### src/rtl/alu16_rr_sched.sv
// Round-robin front end sharing one combinational ALU among NREQ requesters.
// Each op takes one accept cycle, one execute cycle, then a held response.
module alu16_rr_sched #(
    parameter int WIDTH = 16,
    parameter int NREQ  = 4,
    parameter int OPW   = 3
) (
    input  logic                  clk,
    input  logic                  reset,
    input  logic [NREQ-1:0]       req_valid,
    output logic [NREQ-1:0]       req_ready,
    input  logic [NREQ*OPW-1:0]   req_op,
    input  logic [NREQ*WIDTH-1:0] req_a,
    input  logic [NREQ*WIDTH-1:0] req_b,
    output logic [OPW-1:0]        alu_op,
    output logic [WIDTH-1:0]      alu_a,
    output logic [WIDTH-1:0]      alu_b,
    input  logic [WIDTH-1:0]      alu_result,
    output logic [NREQ-1:0]       rsp_valid,
    input  logic [NREQ-1:0]       rsp_ready,
    output logic [WIDTH-1:0]      rsp_data,
    output logic                  busy,
    output logic [15:0]           ops_done
);

    localparam int GW = (NREQ > 1) ? $clog2(NREQ) : 1;

    typedef enum logic [1:0] {
        IDLE = 2'd0,
        EXEC = 2'd1,
        RESP = 2'd2
    } state_t;

    state_t             state_reg;
    logic [GW-1:0]      gnt_reg;
    logic [GW-1:0]      last_reg;
    logic [OPW-1:0]     alu_op_reg;
    logic [WIDTH-1:0]   alu_a_reg;
    logic [WIDTH-1:0]   alu_b_reg;
    logic [WIDTH-1:0]   rsp_data_reg;
    logic [15:0]        ops_done_reg;

    // Candidate k is the requester k+1 positions after the last winner.
    logic [GW-1:0]      cand_idx [NREQ];
    logic [NREQ-1:0]    rot_valid;
    logic               win_found;
    logic [GW-1:0]      win_idx;

    genvar gi;
    generate
        for (gi = 0; gi < NREQ; gi++) begin : g_rot
            assign cand_idx[gi]  = GW'((32'(last_reg) + 32'(gi) + 32'd1) % NREQ);
            assign rot_valid[gi] = req_valid[cand_idx[gi]];
        end
    endgenerate

    // Scan from the far end so the nearest valid candidate wins.
    always_comb begin
        win_found = 1'b0;
        win_idx   = '0;
        for (int k = NREQ - 1; k >= 0; k--) begin
            if (rot_valid[k]) begin
                win_found = 1'b1;
                win_idx   = cand_idx[k];
            end
        end
    end

    always_comb begin
        req_ready = '0;
        if (state_reg == IDLE && win_found) begin
            req_ready[win_idx] = 1'b1;
        end
    end

    always_comb begin
        rsp_valid = '0;
        if (state_reg == RESP) begin
            rsp_valid[gnt_reg] = 1'b1;
        end
    end

    always_ff @(posedge clk) begin
        if (reset) begin
            state_reg    <= IDLE;
            gnt_reg      <= '0;
            last_reg     <= GW'(NREQ - 1);
            alu_op_reg   <= '0;
            alu_a_reg    <= '0;
            alu_b_reg    <= '0;
            rsp_data_reg <= '0;
            ops_done_reg <= '0;
        end else begin
            case (state_reg)
                IDLE: begin
                    if (win_found) begin
                        state_reg  <= EXEC;
                        gnt_reg    <= win_idx;
                        alu_op_reg <= req_op[win_idx*OPW +: OPW];
                        alu_a_reg  <= req_a[win_idx*WIDTH +: WIDTH];
                        alu_b_reg  <= req_b[win_idx*WIDTH +: WIDTH];
                    end
                end
                EXEC: begin
                    state_reg    <= RESP;
                    rsp_data_reg <= alu_result;
                end
                RESP: begin
                    // Only the granted requester's ready can retire the response.
                    if (rsp_ready[gnt_reg]) begin
                        state_reg    <= IDLE;
                        last_reg     <= gnt_reg;
                        ops_done_reg <= ops_done_reg + 16'd1;
                    end
                end
                default: state_reg <= IDLE;
            endcase
        end
    end

    assign alu_op   = alu_op_reg;
    assign alu_a    = alu_a_reg;
    assign alu_b    = alu_b_reg;
    assign rsp_data = rsp_data_reg;
    assign busy     = (state_reg != IDLE);
    assign ops_done = ops_done_reg;

endmodule

### config.mk
export PLATFORM = sky130hd
export DESIGN_NAME = alu16_rr_sched
export DESIGN_NICKNAME = d
export VERILOG_FILES = /design/src/rtl/alu16_rr_sched.sv
export SDC_FILE = /design/constraint.sdc
export NUM_CORES = 1
export LEC_CHECK = 0
export ABC_AREA = 1
export CORE_MARGIN = 2
export CORE_UTILIZATION = 36
export CTS_BUF_LIST = sky130_fd_sc_hd__clkbuf_16
export DETAILED_ROUTE_END_ITERATION = 8
export HOLD_SLACK_MARGIN = 0.06
export PLACE_DENSITY = 0.8
export SKIP_LAST_GASP = 1
export SLEW_MARGIN = 20
export SYNTH_ARGS = -nofsm -noshare
export SYNTH_HDL_FRONTEND = slang
export SYNTH_SLANG_ARGS = --single-unit
### constraint.sdc
create_clock -name clk -period 2.1 [get_ports clk]
set_clock_uncertainty 0.15 [all_clocks]
set_input_delay 0.42 -clock clk [delete_from_list [all_inputs] [get_ports clk]]
set_output_delay 0.42 -clock clk [all_outputs]
set_load 0.02 [all_outputs]
# After elaboration in Yosys (flattened, before gate mapping)
# Cells that the tools add are included.
# totals
wordCells,66
input_bits,166
regBits,73
output_inout_bits,76
# classes
n_reduce_logical,8
magnitude_cmp,8
addsub,7
multipliers,1
muxes,27
n_eq_ne,4
shift,3
# op_table
cell,count
64-bit by 7-bit indexed part select with 16-bit output,2
"2-bit by 3-bit less-than comparator with 1-bit output, second input constant",6
"16-bit by 1-bit adder with 16-bit output, second input constant",1
2-bit two-way mux,6
12-bit by 5-bit indexed part select with 3-bit output,1
1-bit two-way mux,11
1-bit binary-select mux with 2-bit select,5
"2-bit by 1-bit adder with 2-bit output, second input constant",4
4-bit two-way mux,2
2-bit one-hot mux with 3 select lines,1
2-bit AND reduction,3
"2-bit adder, second input constant",2
1-bit demux with 2-bit select,2
"2-bit by 1-bit greater-or-equal comparator with 1-bit output, second input constant",2
"2-bit by 2-bit multiplier with 4-bit output, second input constant",1
1-bit logical AND,3
"2-bit by 1-bit == test with 1-bit output, second input constant",1
"2-bit == test, second input constant",1
2-bit zero test,1
"2-bit by 1-bit != test with 1-bit output, second input constant",1
"2-bit != test, second input constant",1
2-bit nonzero test,1

# Logic depth before layout (Yosys ltp)
# Gate-level depths: netlist (run 1).
# depth
depth_word,13
ltp_mapped,14
ltp_nobuf,13

# Least setup slack after synthesis (run 1)
# OpenSTA, ideal clock, no wires.
# synth_path
path_kind,register to output
from,register last_reg[0]
to,output port req_ready[1]
path_slack_ns,-0.134
stages_incl_launch_ff,12
required_time_ns,1.530
n_path_buf,3
arrival_ns,1.664
path_cell_list,dfxtp_1 buf_6 nand2_1 o21ai_2 nand2_2 nand2_2 inv_4 a31oi_2 buf_4 buf_6 nand3_1 nor2_1
# synth_between
elab_chain_cells,13
elab_cells_between_ends,29
cone_classes,add/sub (6); order compare (2); mux (19); reduce/logical (2)
# synth_rtl
item,line_no,source
"start, declared",36,logic [GW-1:0] last_reg;
"start signal, assigned",87,last_reg <= GW'(NREQ - 1);
"start signal, assigned",112,last_reg <= gnt_reg;
2-bit adder,52,assign cand_idx[gi] = GW'((32'(last_reg) + 32'(gi) + 32'd1) % NREQ);
2-bit by 1-bit adder with 2-bit output,52,
1-bit binary-select mux with 2-bit select,53,assign rot_valid[gi] = req_valid[cand_idx[gi]];
1-bit two-way mux (implied by the code),53,
2-bit two-way mux (4 in a row),62,if (rot_valid[k]) begin
2-bit by 3-bit less-than comparator with 1-bit output (implied by the code) or 2-bit by 1-bit greater-or-equal comparator with 1-bit output (tied branches),72,req_ready[win_idx] = 1'b1;
1-bit logical AND (implied by the code),72,
1-bit two-way mux (implied by the code),72,
1-bit demux with 2-bit select,72,
4-bit two-way mux (*),71,if (state_reg == IDLE && win_found) begin
"end, declared",11,"output logic [NREQ-1:0] req_ready,"
# Every way passes the cells marked *; elsewhere a longest branch is shown, timed or not. The select of a mux whose other input is x is not followed.

# Final worst setup path (run 1)
# layout_path
from,register last_reg[0]
to,output port req_ready[0]
# Same word-level chain as after synthesis.

==> qor.txt, run 1 <==
Yosys top cell by area: dfxtp_1
Lkg Pwr: 3.23 nW
hpwl dp: 11700 um
CTS Sinks: 73
IO Count: 242
ranking of synthesized cells by area: dfxtp_1 33%, nand3_1 21%, nand2_1 11%
Worst path max stage delay: 360 ps
CP Depth: 10
worst-case reg-to-reg path depth: 14
initial antenna violation count: 0
drt pass-1 iters: 5
Pwr per Cell Area: 885 nW/um^2
delay-heaviest family, CP: buffers and inverters
grt ovf: 0
FFs w/ async S/R, synth: 0%
antenna cells: 0
TNS Setup: -7270 ps
fin util: 63.5%
hold path cells: 2
Worst-path clk slew: 60 ps
final critical-path setup slack: -372 ps
Syn Inst Count: 671
crit path DAT: 1900 ps
Residual DRC: 0
critical path cell sequence: buf_12, o21ai_4, nand2_2, nand2_2, nor2_2, a31oi_4, buf_12, nand2_4, nor2_4, buf_6
Worst setup EP type: output port
routability-driven placement congestion ratio: 0.916
global-route wire length before repair: 25500 um
Min Hold Slack: 360 ps
Synth top cells by count: 188 x nand3_1, 126 x nand2_1, 73 x dfxtp_1
die area: 13100 sq um
Worst Path Required: 1530 ps
syn_nets: 838
CTS tree: built
fin. max-slew vios: 0
count leader, synth: nand3_1
synth warn: 0
CTS buffer count: 9
Critical Path Start Type: flop
vias per inst: 5.08
Max-cap violations: 0
RSZ-0062 raised after global routing: yes
Max Clk Rate: 405 MHz
R2R setup slack: -300 ps
Layout Nets: 1096
outcome: complete, but fails checks
Clock H-tree levels: 3
maximum clock insertion buffer count: 2
Cell variety after synth: 33
wire length per cell: 15.0 um
register area share after synthesis: 33.4%
Chip Height: 114 um
vias in the first global route: 5149
reg-to-reg startpoint: last_reg[0]
share of layout cells above drive strength 1: 13.2%
Die X-Extent: 114 um
worst hold path class: reg -> reg
Row Count: 40
hold path endpoint: rsp_data[5]
largest net degree at the start of global routing: 55
Mapped Area: 4380 sq um
min-delay src: rsp_data[5]
P&R area growth vs syn: 73.6%
final worst path period share: 118%
main flop type after synthesis: dfxtp_1
violated checks: setup timing
IO buf count: 241
final hold vios: 0
R2R Path End: alu_a[15]
Worst Setup SP: last_reg[0]
crit path kind: reg -> out
gr usage total: 24.3%
Critical-path top delay cell: dfxtp_4
Final Critical Period: 2470 ps
Skew-Pair Late Insertion Delay: 330 ps
syn avg cell area: 6.52 sq um
initial DRC count: 308
antenna viol nets, final: 0
Least-Margin Pin Slew: 569 ps
slew margin rel.: 62.0%
peak supply drop: 462 uV
Final setup viols: 32
via count of the routed design: 5491
Power Total: 6.73 mW
Yosys reg bits: 73
total core area: 12000 sq um
crit path buf inv count: 3
Synth top area share: 33.4%
CP max FO: 7
final wirelength: 16300 um
number of synthesized flops with an enable pin: 0
effective utilization at floorplan: 36.6%
CTS root buffer: clkbuf_16
per-stage QoR:
stage | worst slack [ps] | cell area [sq um] | instances
after floorplan | 1.13 | 4470 | 671
after global placement | -1020 | 7210 | 1061
after detailed placement | -1020 | 7210 | 1061
after CTS | -386 | 7530 | 1078
after global routing | -471 | 7600 | 1081
final | -372 | 7600 | 1081
worst max path at each step:
stage                   end
3_3_place_gp   req_ready[0]
5_1_grt        req_ready[0]
3_5_place_dp   req_ready[3]
6_report       req_ready[0]
4_1_cts        req_ready[0]
2_1_floorplan  req_ready[3]
report_power, final:
group	switching (mW)	leakage (nW)	internal [mW]
clock network	0.599	0.140	0.907
logic	1.87	2.49	1.55
registers	0.139	0.601	1.66
routing by layer:
layer / share of wire, % / vias to the layer above / routed length (um) / global-route usage [%]
met5: 0 / - / 0 / 0
met4: 3.1 / 0 / 505 / 9.92
met3: 6.5 / 34 / 1050 / 5.24
met2: 48 / 192 / 7800 / 40.5
met1: 42 / 2471 / 6900 / 30.4
li1: - / 2794 / - / -
logic make-up (layout without fill, tap and decap cells):
kind of cell / Yosys count / after routing / share of synthesized area, %
flip-flops: 73 / 73 / 33.4
XOR/XNOR: 4 / 4 / 0.801
AND/OR/NAND/NOR: 396 / 396 / 42.0
adder cells (fa/ha/maj): 1 / 1 / 0.286
AO/OA/AOI/OAI: 115 / 115 / 13.6
buffers and inverters: 82 / 345 / 9.92
timing repair:
action / in CTS / in global routing
pin swaps: 12 / 11
resized for setup: 47 / 29
endpoints found under the setup margin: 44 / 43
hold buffers: 0 / 0
gates cloned: 0 / 0
setup buffers: 1 / 3
worst min-delay path: stages (launching register included):
cell	delay [ps]
dfxtp_1	320
o21ai_0	80
nor2_1	70
final cells by class:
| cell class | instances | area (sq um) |
|---|---|---|
| fill | 1102 | 4360 |
| timing repair buffer | 296 | 2920 |
| multi-input combinational | 516 | 2610 |
| sequential | 73 | 1470 |
| clock buffer | 9 | 225 |
| tap | 147 | 184 |
| inverter | 33 | 131 |
| clock inverter | 7 | 62.6 |
cell usage in the layout (no fill, tap or decap), types with 2 or more instances in the layout:
cell | Yosys | routed
nor3_1 | 7 | 7
clkbuf_16 | 0 | 9
inv_1 | 28 | 26
clkbuf_2 | 0 | 4
buf_12 | 0 | 6
buf_6 | 8 | 13
clkinvlp_4 | 0 | 2
dfxtp_1 | 73 | 71
xnor2_1 | 2 | 2
dlygate4sd2_1 | 0 | 5
nand3_1 | 188 | 182
clkinv_1 | 1 | 3
nand2_2 | 5 | 16
nand2_8 | 2 | 2
xor2_1 | 2 | 2
inv_2 | 3 | 3
nand4_1 | 4 | 4
nand3_4 | 1 | 2
o21ai_0 | 58 | 58
clkdlybuf4s50_1 | 0 | 228
inv_4 | 1 | 3
nand3_2 | 1 | 6
nand2_4 | 3 | 5
nand2_1 | 126 | 113
a21oi_1 | 48 | 48
o211ai_1 | 2 | 2
nor2_4 | 0 | 4
nor2_1 | 56 | 51
buf_4 | 12 | 39
clkinv_2 | 0 | 2
o21ai_1 | 3 | 3
Power figures use the tool's default switching activity.
==> run 2: changes to the inputs <==
--- a/config.mk
+++ b/config.mk
@@ -12,7 +12,6 @@
 export DETAILED_ROUTE_END_ITERATION = 8
 export HOLD_SLACK_MARGIN = 0.06
 export PLACE_DENSITY = 0.8
-export SKIP_LAST_GASP = 1
 export SLEW_MARGIN = 20
 export SYNTH_ARGS = -nofsm -noshare
 export SYNTH_HDL_FRONTEND = slang
==> qor.txt, run 2 (same netlist as run 1, synthesis figures left out) <==
outcome: complete, but fails checks
violated checks: setup timing
Worst setup EP type: output port
effective utilization at floorplan: 36.6% (unchanged)
hold path endpoint: ops_done[4]
cell area after layout: 7570 sq um (-0.35%)
gr usage total: 24.3% (unchanged)
final critical-path setup slack: -350 ps (+22.4 ps)
Worst Path Required: 1530 ps (about the same)
leading cell type in the layout, fill and taps excluded: clkdlybuf4s50_1
fin. max-slew vios: 0 (unchanged)
# fillers: 1100 (-0.18%)
initial DRC count: 345 (+12%)
R2R Path End: alu_a[15]
antenna viol nets, final: 0 (unchanged)
total core area: 12000 sq um (unchanged)
share of layout cells above drive strength 1: 13.0% (-0.20 points)
largest net degree at the start of global routing: 55 (unchanged)
peak supply drop: 462 uV (about the same)
maximum clock insertion buffer count: 2 (unchanged)
CP max FO: 7 (unchanged)
most frequent cells in the layout: 228 x clkdlybuf4s50_1, 182 x nand3_1, 114 x nand2_1
global-route wire length before repair: 25500 um (unchanged)
CTS Sinks: 73 (unchanged)
crit path kind: reg -> out
vias in the first global route: 5149 (unchanged)
Clock H-tree levels: 3 (unchanged)
Least-Margin Pin Slew: 462 ps (-107 ps)
dpl cell area: 7210 sq um (unchanged)
crit path DAT: 1880 ps (-20 ps)
CTS buffer count: 9 (unchanged)
IO Count: 242 (unchanged)
initial antenna violation count: 0 (unchanged)
Lkg Pwr: 3.22 nW (-0.32%)
final hold vios: 0 (unchanged)
min-delay src: ops_done[4]
routability-driven placement congestion ratio: 0.916 (unchanged)
RSZ-0062 raised after global routing: yes
IO buf count: 241 (unchanged)
Final Critical Period: 2450 ps (-22.4 ps)
vias per inst: 5.05 (-0.51%)
CTS root buffer: clkbuf_16
Layout Nets: 1095 (-0.091%)
drt pass-1 iters: 5 (unchanged)
via count of the routed design: 5458 (-0.60%)
Residual DRC: 0 (unchanged)
Worst-path clk slew: 60 ps (about the same)
wire length per cell: 14.9 um (-1.3%)
grt ovf: 0 (unchanged)
Die X-Extent: 114 um (unchanged)
worst-case reg-to-reg path depth: 12 (-2)
slew margin rel.: 69.0% (+7.0 points)
Chip Height: 114 um (unchanged)
final wirelength: 16000 um (-1.4%)
die area: 13100 sq um (unchanged)
Pwr per Cell Area: 884 nW/um^2 (-0.18%)
cts hold-fix bufs: 0 (unchanged)
antenna cells: 0 (unchanged)
reg-to-reg startpoint: last_reg[0]
CTS tree: built
Max Clk Rate: 408 MHz (+0.91%)
hpwl dp: 11700 um (unchanged)
worst hold path class: reg -> reg
P&R area growth vs syn: 73.0%
R2R setup slack: -120 ps (+180 ps)
Max-cap violations: 0 (unchanged)
Critical Path Start Type: flop
final worst path period share: 117% (-1.1 points)
Min Hold Slack: 358 ps (-1.43 ps)
hold path cells: 2 (unchanged)
Skew-Pair Late Insertion Delay: 330 ps (about the same)
Row Count: 40 (unchanged)
Final setup viols: 32 (unchanged)
==> run 2: repair_timing <==
action	CTS	global route
setup buffers	1	2
gates resized for setup	49	22
endpoints found under the setup margin	44	43
pin swaps	12	6
==> run 2: through the flow <==
stage	TNS [ps]	utilization (%)	setup slack [ps]	std cells	power (mW)
floorplan	0	-	1.13	671	3.77
detailed placement	-27370	60.2	-1020	1061	5.15
global placement	-26450	60.2	-1020	1061	5.13
global route	-8030	63.3	-461	1080	7.13
finish	-2510	63.3	-350	1080	6.69
CTS	-7310	63.0	-386	1078	6.72
==> run 2: layer usage <==
layer  track usage [%]  vias to the layer above  wire length, um
li1                  -                     2789                -
met4              9.92                        0              505
met1              30.4                     2459             6950
met5                 0                        -                0
met2              40.5                      176             7680
met3              5.24                       34              908
==> run 2: critical path, cell delays in order (launching register included) <==
cell     delay (ps)
dfxtp_4         360
buf_12          140
nand2_2          70
o21ai_4          70
nand2_2          80
nand2_2          80
buf_6           120
nand2_4          80
nand2_4          80
nand2_8          90
nand2_8          60
buf_6           120
nor2_4           90
buf_6           120
==> run 2: report_power, final <==
| group | switching (mW) | total [mW] | internal (mW) |
|---|---|---|---|
| Combinational | 1.86 | 3.40 | 1.54 |
| Clock | 0.594 | 1.50 | 0.907 |
| Sequential | 0.138 | 1.79 | 1.66 |
==> run 2: final cells by class <==
type	count	area (sq um)	share of cell area (%)
tap	147	184	2.43
timing repair buffer	295	2900	38.3
inverter	33	129	1.70
sequential	73	1470	19.4
clock buffer	9	225	2.97
clock inverter	7	62.6	0.826
multi-input combinational	516	2610	34.4
==> run 2: how the worst max path moves through the flow <==
stage | start | slack, ps | to
floorplan | req_valid[1] | 1 | req_ready[3]
global placement | req_valid[1] | -1020 | req_ready[0]
detailed placement | req_valid[1] | -1020 | req_ready[3]
CTS | last_reg[0] | -390 | req_ready[0]
global route | last_reg[0] | -460 | req_ready[0]
finish | last_reg[0] | -350 | req_ready[3]
